## src/rtl/scores_stream_buffer.sv

```systemverilog
// -----------------------------------------------------------------------------
// scores_stream_buffer
//
// Captures one frame of NUM_CLASSES signed scores per inference into a
// DEPTH-frame ring buffer and streams the oldest frame out as little-endian
// bytes over a valid/ready byte interface (UART TX side). Each frame may be
// preceded by a SYNC_BYTE header byte.
//
// Ports:
//   clk          system clock
//   rst          synchronous active-high reset
//   clear        synchronous flush of ring and stream (also drops a same-cycle write)
//   wr_en        one-cycle pulse: capture scores_flat as a new frame
//   scores_flat  packed scores, class k at [k*SCORE_W +: SCORE_W]
//   out_data     stream byte (held stable while out_valid && !out_ready)
//   out_valid    out_data valid
//   out_ready    consumer accepts byte
//   frame_done   pulses in the cycle the last byte of a frame is handshaken
//   level        frames stored, 0..DEPTH
//   full         level == DEPTH
//   empty        level == 0
//   overflow     sticky: a frame was dropped because the ring was full
// -----------------------------------------------------------------------------
module scores_stream_buffer #(
    parameter int          NUM_CLASSES = 10,
    parameter int          SCORE_W     = 32,
    parameter int          DEPTH       = 4,
    parameter bit          HEADER_EN   = 1'b1,
    parameter logic [7:0]  SYNC_BYTE   = 8'hA5,
    localparam int         BPS         = (SCORE_W + 7) / 8,
    localparam int         FRAME_BYTES = NUM_CLASSES * BPS,
    localparam int         LW          = $clog2(DEPTH + 1)
) (
    input  logic                           clk,
    input  logic                           rst,
    input  logic                           clear,
    input  logic                           wr_en,
    input  logic [NUM_CLASSES*SCORE_W-1:0] scores_flat,
    output logic [7:0]                     out_data,
    output logic                           out_valid,
    input  logic                           out_ready,
    output logic                           frame_done,
    output logic [LW-1:0]                  level,
    output logic                           full,
    output logic                           empty,
    output logic                           overflow
);

    localparam int PW = $clog2(DEPTH);
    localparam int BW = $clog2(FRAME_BYTES + 1);
    localparam int FW = NUM_CLASSES * SCORE_W;

    typedef enum logic [1:0] {
        ST_IDLE = 2'd0,
        ST_HDR  = 2'd1,
        ST_DATA = 2'd2
    } state_t;

    // Sign-extend one score to the full BPS*8-bit emitted width.
    function automatic logic [BPS*8-1:0] sext_score(input logic [SCORE_W-1:0] s);
        logic [BPS*8-1:0] r;
        r = {(BPS*8){s[SCORE_W-1]}};
        r[SCORE_W-1:0] = s;
        return r;
    endfunction

    logic [FW-1:0]   mem_r [DEPTH];
    state_t          state_r;
    state_t          state_s;
    logic [PW-1:0]   wr_ptr_r;
    logic [PW-1:0]   rd_ptr_r;
    logic [BW-1:0]   byte_idx_r;
    logic [BW-1:0]   byte_idx_s;
    logic [LW-1:0]   level_r;
    logic [LW-1:0]   level_s;
    logic            full_r;
    logic            empty_r;
    logic            overflow_r;
    logic            out_valid_r;
    logic [7:0]      out_data_r;
    logic [7:0]      out_data_s;
    logic            hs_s;
    logic            last_hs_s;
    logic            slot_s;
    logic            wr_acc_s;
    logic            drop_s;
    logic [7:0]      frame_bytes_s [FRAME_BYTES];

    // Handshake, final-byte and write-acceptance decode.
    always_comb begin
        hs_s      = out_valid_r & out_ready;
        last_hs_s = (state_r == ST_DATA) & hs_s & (byte_idx_r == BW'(FRAME_BYTES - 1));
        // A full ring still takes a write when the head frame retires this cycle:
        // the retiring slot is exactly the one wr_ptr points at.
        slot_s    = (level_r != LW'(DEPTH)) | last_hs_s;
        wr_acc_s  = wr_en & slot_s;
        drop_s    = wr_en & ~slot_s;
    end

    // Next occupancy: simultaneous accept and retire leave level unchanged.
    always_comb begin
        level_s = level_r;
        case ({wr_acc_s, last_hs_s})
            2'b10:   level_s = level_r + LW'(1);
            2'b01:   level_s = level_r - LW'(1);
            default: level_s = level_r;
        endcase
    end

    // Byte view of the frame at rd_ptr, sign-extended and little-endian per score.
    always_comb begin : frame_bytes_blk
        logic [BPS*8-1:0] ext_v;
        ext_v = '0;
        for (int c = 0; c < NUM_CLASSES; c++) begin
            ext_v = sext_score(mem_r[rd_ptr_r][c*SCORE_W +: SCORE_W]);
            for (int j = 0; j < BPS; j++) begin
                frame_bytes_s[c*BPS + j] = ext_v[j*8 +: 8];
            end
        end
    end

    // Stream FSM next-state and byte index.
    always_comb begin
        state_s    = state_r;
        byte_idx_s = byte_idx_r;
        case (state_r)
            ST_IDLE: begin
                if (level_r != LW'(0)) begin
                    state_s    = HEADER_EN ? ST_HDR : ST_DATA;
                    byte_idx_s = BW'(0);
                end else begin
                    state_s    = ST_IDLE;
                end
            end
            ST_HDR: begin
                if (hs_s) begin
                    state_s = ST_DATA;
                end else begin
                    state_s = ST_HDR;
                end
            end
            ST_DATA: begin
                if (last_hs_s) begin
                    state_s    = ST_IDLE;
                    byte_idx_s = BW'(0);
                end else if (hs_s) begin
                    byte_idx_s = byte_idx_r + BW'(1);
                end else begin
                    byte_idx_s = byte_idx_r;
                end
            end
            default: begin
                state_s    = ST_IDLE;
                byte_idx_s = BW'(0);
            end
        endcase
    end

    // Byte to present next cycle; computed from the next state so the output is a register.
    // The rd_ptr slot is never written while its frame is being streamed, so the
    // value stays stable across stalled cycles.
    always_comb begin
        out_data_s = 8'h00;
        case (state_s)
            ST_HDR: begin
                out_data_s = SYNC_BYTE;
            end
            ST_DATA: begin
                for (int b = 0; b < FRAME_BYTES; b++) begin
                    out_data_s = (byte_idx_s == BW'(b)) ? frame_bytes_s[b] : out_data_s;
                end
            end
            default: begin
                out_data_s = 8'h00;
            end
        endcase
    end

    // Control state, pointers, flags and registered stream outputs.
    always_ff @(posedge clk) begin
        if (rst | clear) begin
            state_r     <= ST_IDLE;
            wr_ptr_r    <= '0;
            rd_ptr_r    <= '0;
            byte_idx_r  <= '0;
            level_r     <= '0;
            full_r      <= 1'b0;
            empty_r     <= 1'b1;
            overflow_r  <= 1'b0;
            out_valid_r <= 1'b0;
            out_data_r  <= 8'h00;
        end else begin
            state_r     <= state_s;
            byte_idx_r  <= byte_idx_s;
            level_r     <= level_s;
            full_r      <= (level_s == LW'(DEPTH));
            empty_r     <= (level_s == LW'(0));
            out_valid_r <= (state_s != ST_IDLE);
            out_data_r  <= out_data_s;
            if (wr_acc_s) begin
                wr_ptr_r <= wr_ptr_r + PW'(1);
            end
            if (last_hs_s) begin
                rd_ptr_r <= rd_ptr_r + PW'(1);
            end
            if (drop_s) begin
                overflow_r <= 1'b1;
            end
        end
    end

    // Frame storage; contents are don't-care after reset so no reset branch.
    always_ff @(posedge clk) begin
        if (wr_acc_s & ~rst & ~clear) begin
            mem_r[wr_ptr_r] <= scores_flat;
        end
    end

    assign out_data   = out_data_r;
    assign out_valid  = out_valid_r;
    // Must coincide with the final handshake itself, so it is decoded from out_ready.
    assign frame_done = last_hs_s;
    assign level      = level_r;
    assign full       = full_r;
    assign empty      = empty_r;
    assign overflow   = overflow_r;

endmodule

```

## config.mk

```make
export PLATFORM = sky130hd
export DESIGN_NAME = scores_stream_buffer
export DESIGN_NICKNAME = d
export VERILOG_FILES = /design/src/rtl/scores_stream_buffer.sv
export SDC_FILE = /design/constraint.sdc
export NUM_CORES = 1
export LEC_CHECK = 0
export BUFFER_PORTS_ARGS = -buffer_cell sky130_fd_sc_hd__buf_2
export CORE_ASPECT_RATIO = 1.2
export CORE_UTILIZATION = 49
export CTS_CLUSTER_DIAMETER = 120
export DETAILED_ROUTE_END_ITERATION = 6
export PLACE_DENSITY = 0.67
export REMOVE_ABC_BUFFERS = 1
export SYNTH_ARGS = -nofsm -noshare
export SYNTH_HDL_FRONTEND = slang
export SYNTH_SLANG_ARGS = --single-unit
```

## constraint.sdc

```tcl
create_clock -name clk -period 18.7 [get_ports clk]
set_input_delay 0.935 -clock clk [delete_from_list [all_inputs] [get_ports clk]]
set_output_delay 0.935 -clock clk [all_outputs]
set_load 0.02 [all_outputs]
```

======== Word level (Yosys, flattened, before mapping) ========
Memories as Yosys holds them, arrays and structs flattened. A register that Yosys moved wholly into a read port is not among the register bits.
Index checks and enable logic that the tools add are counted.
cells by class
  $add $sub $neg .......................... 5
  $mul .................................... 0
  div/mod/pow operators ................... 0
  magnitude comparators ................... 0
  eq/ne operators ......................... 48
  shift-type cells ........................ 0
  muxes and demuxes ....................... 54
  bitwise gates (word level) .............. 12
  reduce and logical (&&, ||, !) cells .... 5
operators by type and width
  kind                 number
  $mux 8               40
  $eq 6x5->1 const B   16
  $eq 6x6->1 const B   9
  $eq 6x4->1 const B   8
  $eq 6x3->1 const B   4
  $mux 6               3
  $pmux 6 s3           1
  $pmux 8 s2           1
  $eq 6x2->1 const B   2
  $mux 2               4
  $and 1x1->1          7
  $add 6x1->6 const B  1
  $eq 2x1->1 const B   3
  $eq 2x2->1 const B   3
  $eq 6x1->1 const B   1
  $logic_not 6->1      1
  $pmux 2 s3           1
  $pmux 3 s2           1
  $add 2x1->2 const B  2
  $add 3x1->3 const B  1
  $eq 3x3->1 const B   1
  $logic_not 3->1      1
  $mux 1               3
  $ne 3x3->1 const B   1
  6 further kinds      9
word-level totals
  register bits after elaboration ......... 27
  latch bits .............................. 0
  memory bits (writable) .................. 1,280
  bits in read-only memories .............. 0
  input bits .............................. 325
  output and inout bits ................... 16
  word-level logic and storage cells ...... 135
  memories ................................ 1
memories
  name   depth  width  read ports  clocked after memory_dff  wr ports  RTL line  source
  mem_r  4      320    1           1                         1         67        logic [FW-1:0] mem_r [DEPTH];

======== Longest topological paths before layout ========
  depth after elaboration ................. 47
  depth in mapped cells ................... 14
  mapped depth without buffers ............ 13

======== Worst setup path after synthesis ========
Ideal clock, no wire load.
  path type ............................... input-to-reg
  start point ............................. input out_ready
  end point ............................... memory mem_r[0][0] in the netlist's numbering, enable pin
  setup time .............................. 0.724 ns
  data arrival time ....................... 10.225 ns
  data required time ...................... 17.976 ns
  path slack .............................. 7.751 ns
  cell stages on the path ................. 6
  path buffers ............................ 0
  cells stage by stage .................... nand3_2 or2_1 nor3_1 o21ai_0 nor2_1 and2_1
between the ends
  word-level cells in the longest chain between the ends .. 9
RTL lines
  item                          RTL line  source
  start, declared               41        input logic out_ready,
  $and 1x1->1                   91        hs_s = out_valid_r & out_ready;
  $and 1x1->1 (2 in series)     92        last_hs_s = (state_r == ST_DATA) & hs_s & (byte_idx_r == BW'(FRAME_BYTES - 1));
  net frame_done                42        output logic frame_done,
  $or 1x1->1                    95        slot_s = (level_r != LW'(DEPTH)) | last_hs_s;
  $and 1x1->1                   96        wr_acc_s = wr_en & slot_s;
  $and 1x1->1 (2 in series)     214       if (wr_acc_s & ~rst & ~clear) begin
  $mux 1                        214
  $mux 1 (not written as such)  215       mem_r[wr_ptr_r] <= scores_flat;
  end, declared                 67
The timed path passes the listed nets, and every way through them passes these cells.

==> impl_metrics.env <==
export IMPL_worst_r2r_endpoint="out_data[7]$_SDFF_PP0_"
export IMPL_syn_to_final_growth_pct=14.1
export IMPL_hpwlAfterDp_mm=88.2
export IMPL_grt_pass1_wl_mm=191
export IMPL_pwr_share_seq_pct=56.2
export IMPL_ant_nets=0
export IMPL_cap_violations=0
export IMPL_path_class="flop to flop"
export IMPL_ys_types=92
export IMPL_die_h_um=357
export IMPL_ios=341
export IMPL_dp_slack_ps=13230
export IMPL_stdcell_count=4373
export IMPL_vias_per_cell=6.24
export IMPL_synth_flop_cell="edfxtp_1"
export IMPL_clock_latency_ps=760
export IMPL_yosysSeqAreaShare_pct=76.0
export IMPL_avgSynthCellArea_um2=20.7
export IMPL_power_frac_comb_pct=2.3
export IMPL_netSwitchingPower_mw=1.14
export IMPL_finalWirelength_mm=133
export IMPL_cts_tree="built"
export IMPL_postCtsHoldBufs=0
export IMPL_fillers=7591
export IMPL_path_clk_slew_ps=70
export IMPL_postCtsSetupBuffers=0
export IMPL_endpoint="out_data[7]$_SDFF_PP0_"
export IMPL_grt_usage_pct=25.1
export IMPL_fin_area_um2=58600
export IMPL_grt_max_degree=150
export IMPL_cts_buffers=120
export IMPL_clock_path_buffers=3
export IMPL_dieArea_um2=106000
export IMPL_period_share_pct=27.6
export IMPL_layout_drive_gt1_share_pct=31.4
export IMPL_synth_area_top_cells="edfxtp_1, mux4_2, dfxtp_1"
export IMPL_finalWorstSetupSlack_ps=13540
export IMPL_worstMarginPinSlew_ps=1220
export IMPL_grt_antenna_before_repair=85
export IMPL_drt_pass1_iter_count=6
export IMPL_core_um2=103000
export IMPL_via_count=27300
export IMPL_fin_nets=3206
export IMPL_grt_pass1_vias=27100
export IMPL_route_detailed_drc=0
export IMPL_switching_share_pct=19.7
export IMPL_powerDensity_nw_per_um2=99.0
export IMPL_place_congestion=0.989
export IMPL_cts_sinks=1309
export IMPL_ir_drop_mv=0.0903
export IMPL_critPathArrivalTime_ps=5800
export IMPL_crit_required_ps=19340
export IMPL_dieWidth_um=298
export IMPL_period_needed_ps=5160
export IMPL_htreeDepth=3
export IMPL_worst_path_max_fanout=43
export IMPL_p_int_mw=4.66
export IMPL_synth_warnings=0
export IMPL_dp_cells=4125
export IMPL_slew_headroom_pct=18.9
export IMPL_total_power_mw=5.80
export IMPL_clkPwrFrac_pct=41.5
export IMPL_leakage_nw=18.4
export IMPL_wire_per_inst_um=30.5
export IMPL_r2r_worst_path_cells=10
export IMPL_synth_seq_cells=1309
export IMPL_fin_tns_setup_ps=0
export IMPL_fmax_mhz=194
export IMPL_post_dp_cell_area_um2=54700
export IMPL_grt_overflow=0
export IMPL_rows=129
export IMPL_start_util_pct=49.6
export IMPL_reg2reg_setup_slack_ps=13540
export IMPL_synth_top_area_cell="edfxtp_1"
export IMPL_syn_inst=2483
export IMPL_slew_viol_final=0
export IMPL_io_buffers=340
export IMPL_async_flop_share_pct=0
export IMPL_rsz0062_at_grt="no"
export IMPL_dr_first_iter_drc_count=3316
export IMPL_run_status="complete, no violations"
export IMPL_finalHoldViolations=0
export IMPL_final_util_pct=56.6
export IMPL_hp_class="input pin to flop"
export IMPL_crit_path_start_kind="flop"
export IMPL_finClkSkew_ps=76.8
export IMPL_finalSetupViolCount=0
export IMPL_clockRootBuffer="clkbuf_16"
export IMPL_crit_path_end_kind="flop"
export IMPL_ctsResizeCount=0
export IMPL_synth_top_area_share_pct=74.8
export IMPL_synth_edf_count=1280
export IMPL_hold_ws_ps=392
export IMPL_netlist_area_um2=51400
==> kinds of logic (layout without fill, tap and decap cells) <==
logic type / Yosys count / in the layout / share of synthesized area [%]
AO/OA/AOI/OAI: 285 / 285 / 4.01
XOR/XNOR: 3 / 3 / 0.0512
adder cells (fa/ha/maj): 9 / 9 / 0.234
buffers and inverters: 138 / 626 / 1.30
flip-flops: 1309 / 1309 / 76.0
multiplexers: 344 / 344 / 14.5
other: 0 / 27 / 0
AND/OR/NAND/NOR: 395 / 395 / 3.94
==> placed cells by master (no fill, tap or decap), types with 13 or more instances in the layout <==
cell type and count:
a211oi_1 13, a21oi_1 46, a31oi_1 18, buf_2 340
buf_4 41, clkbuf_1 25, clkbuf_16 122, clkinv_1 30
clkinv_2 20, dfxtp_1 27, diode_2 27, edfxtp_1 1280
inv_1 18, mux2i_1 19, mux4_2 320, nand2_1 107
nand3_1 71, nand4_1 25, nor2_1 60, nor3_1 45
o211ai_1 17, o21ai_0 55, o22ai_1 14
==> area by class of cell <==
type | instances | area [µm²] | share of cell area, %
Antenna cell | 27 | 67.6 | 0.115
Inverter | 18 | 67.6 | 0.115
Sequential cell | 1309 | 39000 | 66.6
Timing Repair Buffer | 387 | 2130 | 3.63
Multi-Input combinational cell | 1036 | 11700 | 20.0
Clock inverter | 74 | 711 | 1.21
Clock buffer | 147 | 3150 | 5.37
Tap cell | 1375 | 1720 | 2.94
==> state kept, by name (all words and copies together) (netlist names), named ones only <==
register	cells
byte_idx_r	6
empty	1
full	1
level	3
mem_r	1280
out_data	8
out_valid	1
overflow	1
rd_ptr_r	2
state_r	2
wr_ptr_r	2
==> power by group through the flow <==
| stage | Clock (mW) | Sequential, mW | Combinational [mW] |
|---|---|---|---|
| after floorplan | 0 | 3.33 | 0.0423 |
| after global placement | 0 | 3.32 | 0.129 |
| after detailed placement | 0 | 3.32 | 0.136 |
| after CTS | 2.44 | 3.26 | 0.137 |
| after global routing | 2.55 | 3.26 | 0.145 |
| final | 2.40 | 3.26 | 0.136 |
==> cells in the mapped netlist (19+ instances only) <==
library cell	number
edfxtp_1	1280
mux4_2	320
nand2_1	107
nand3_1	71
nor2_1	63
buf_2	56
o21ai_0	55
a21oi_1	46
nor3_1	45
clkbuf_1	37
dfxtp_1	29
nand4_1	25
buf_4	19
mux2i_1	19
==> routing by layer <==
layer	GRT usage [%]	vias up	part of all wire [%]	routed length, µm
li1	-	11300	-	-
met1	32.1	14100	37	49300
met2	41.8	1475	50	66400
met3	6.92	340	9.5	12700
met4	7.98	74	3.2	4250
met5	0	-	0.35	460
==> worst min path at each step <==
stage,start,to,slack [ps],cells past startpoint
finish,scores_flat[319],mem_r[0][319]$_DFFE_PP_,390,1
global placement,overflow$_SDFFE_PP0P_,overflow$_SDFFE_PP0P_,450,1
CTS,scores_flat[146],mem_r[3][146]$_DFFE_PP_,330,1
detailed placement,overflow$_SDFFE_PP0P_,overflow$_SDFFE_PP0P_,480,1
floorplan,rd_ptr_r[1]$_SDFFE_PP0P_,flop,480,2
global route,scores_flat[139],mem_r[2][139]$_DFFE_PP_,370,1
==> worst max-delay path, cell delays in order (launching register included) <==
cell      delay, ps
dfxtp_4         680
buf_4           740
buf_4           710
buf_4           640
mux4_2          610
inv_1            70
o211ai_1        110
a211oi_2        330
o311ai_1        240
and4_1          270
or4_1           510
Note: power is estimated with default switching activity, not from simulation.
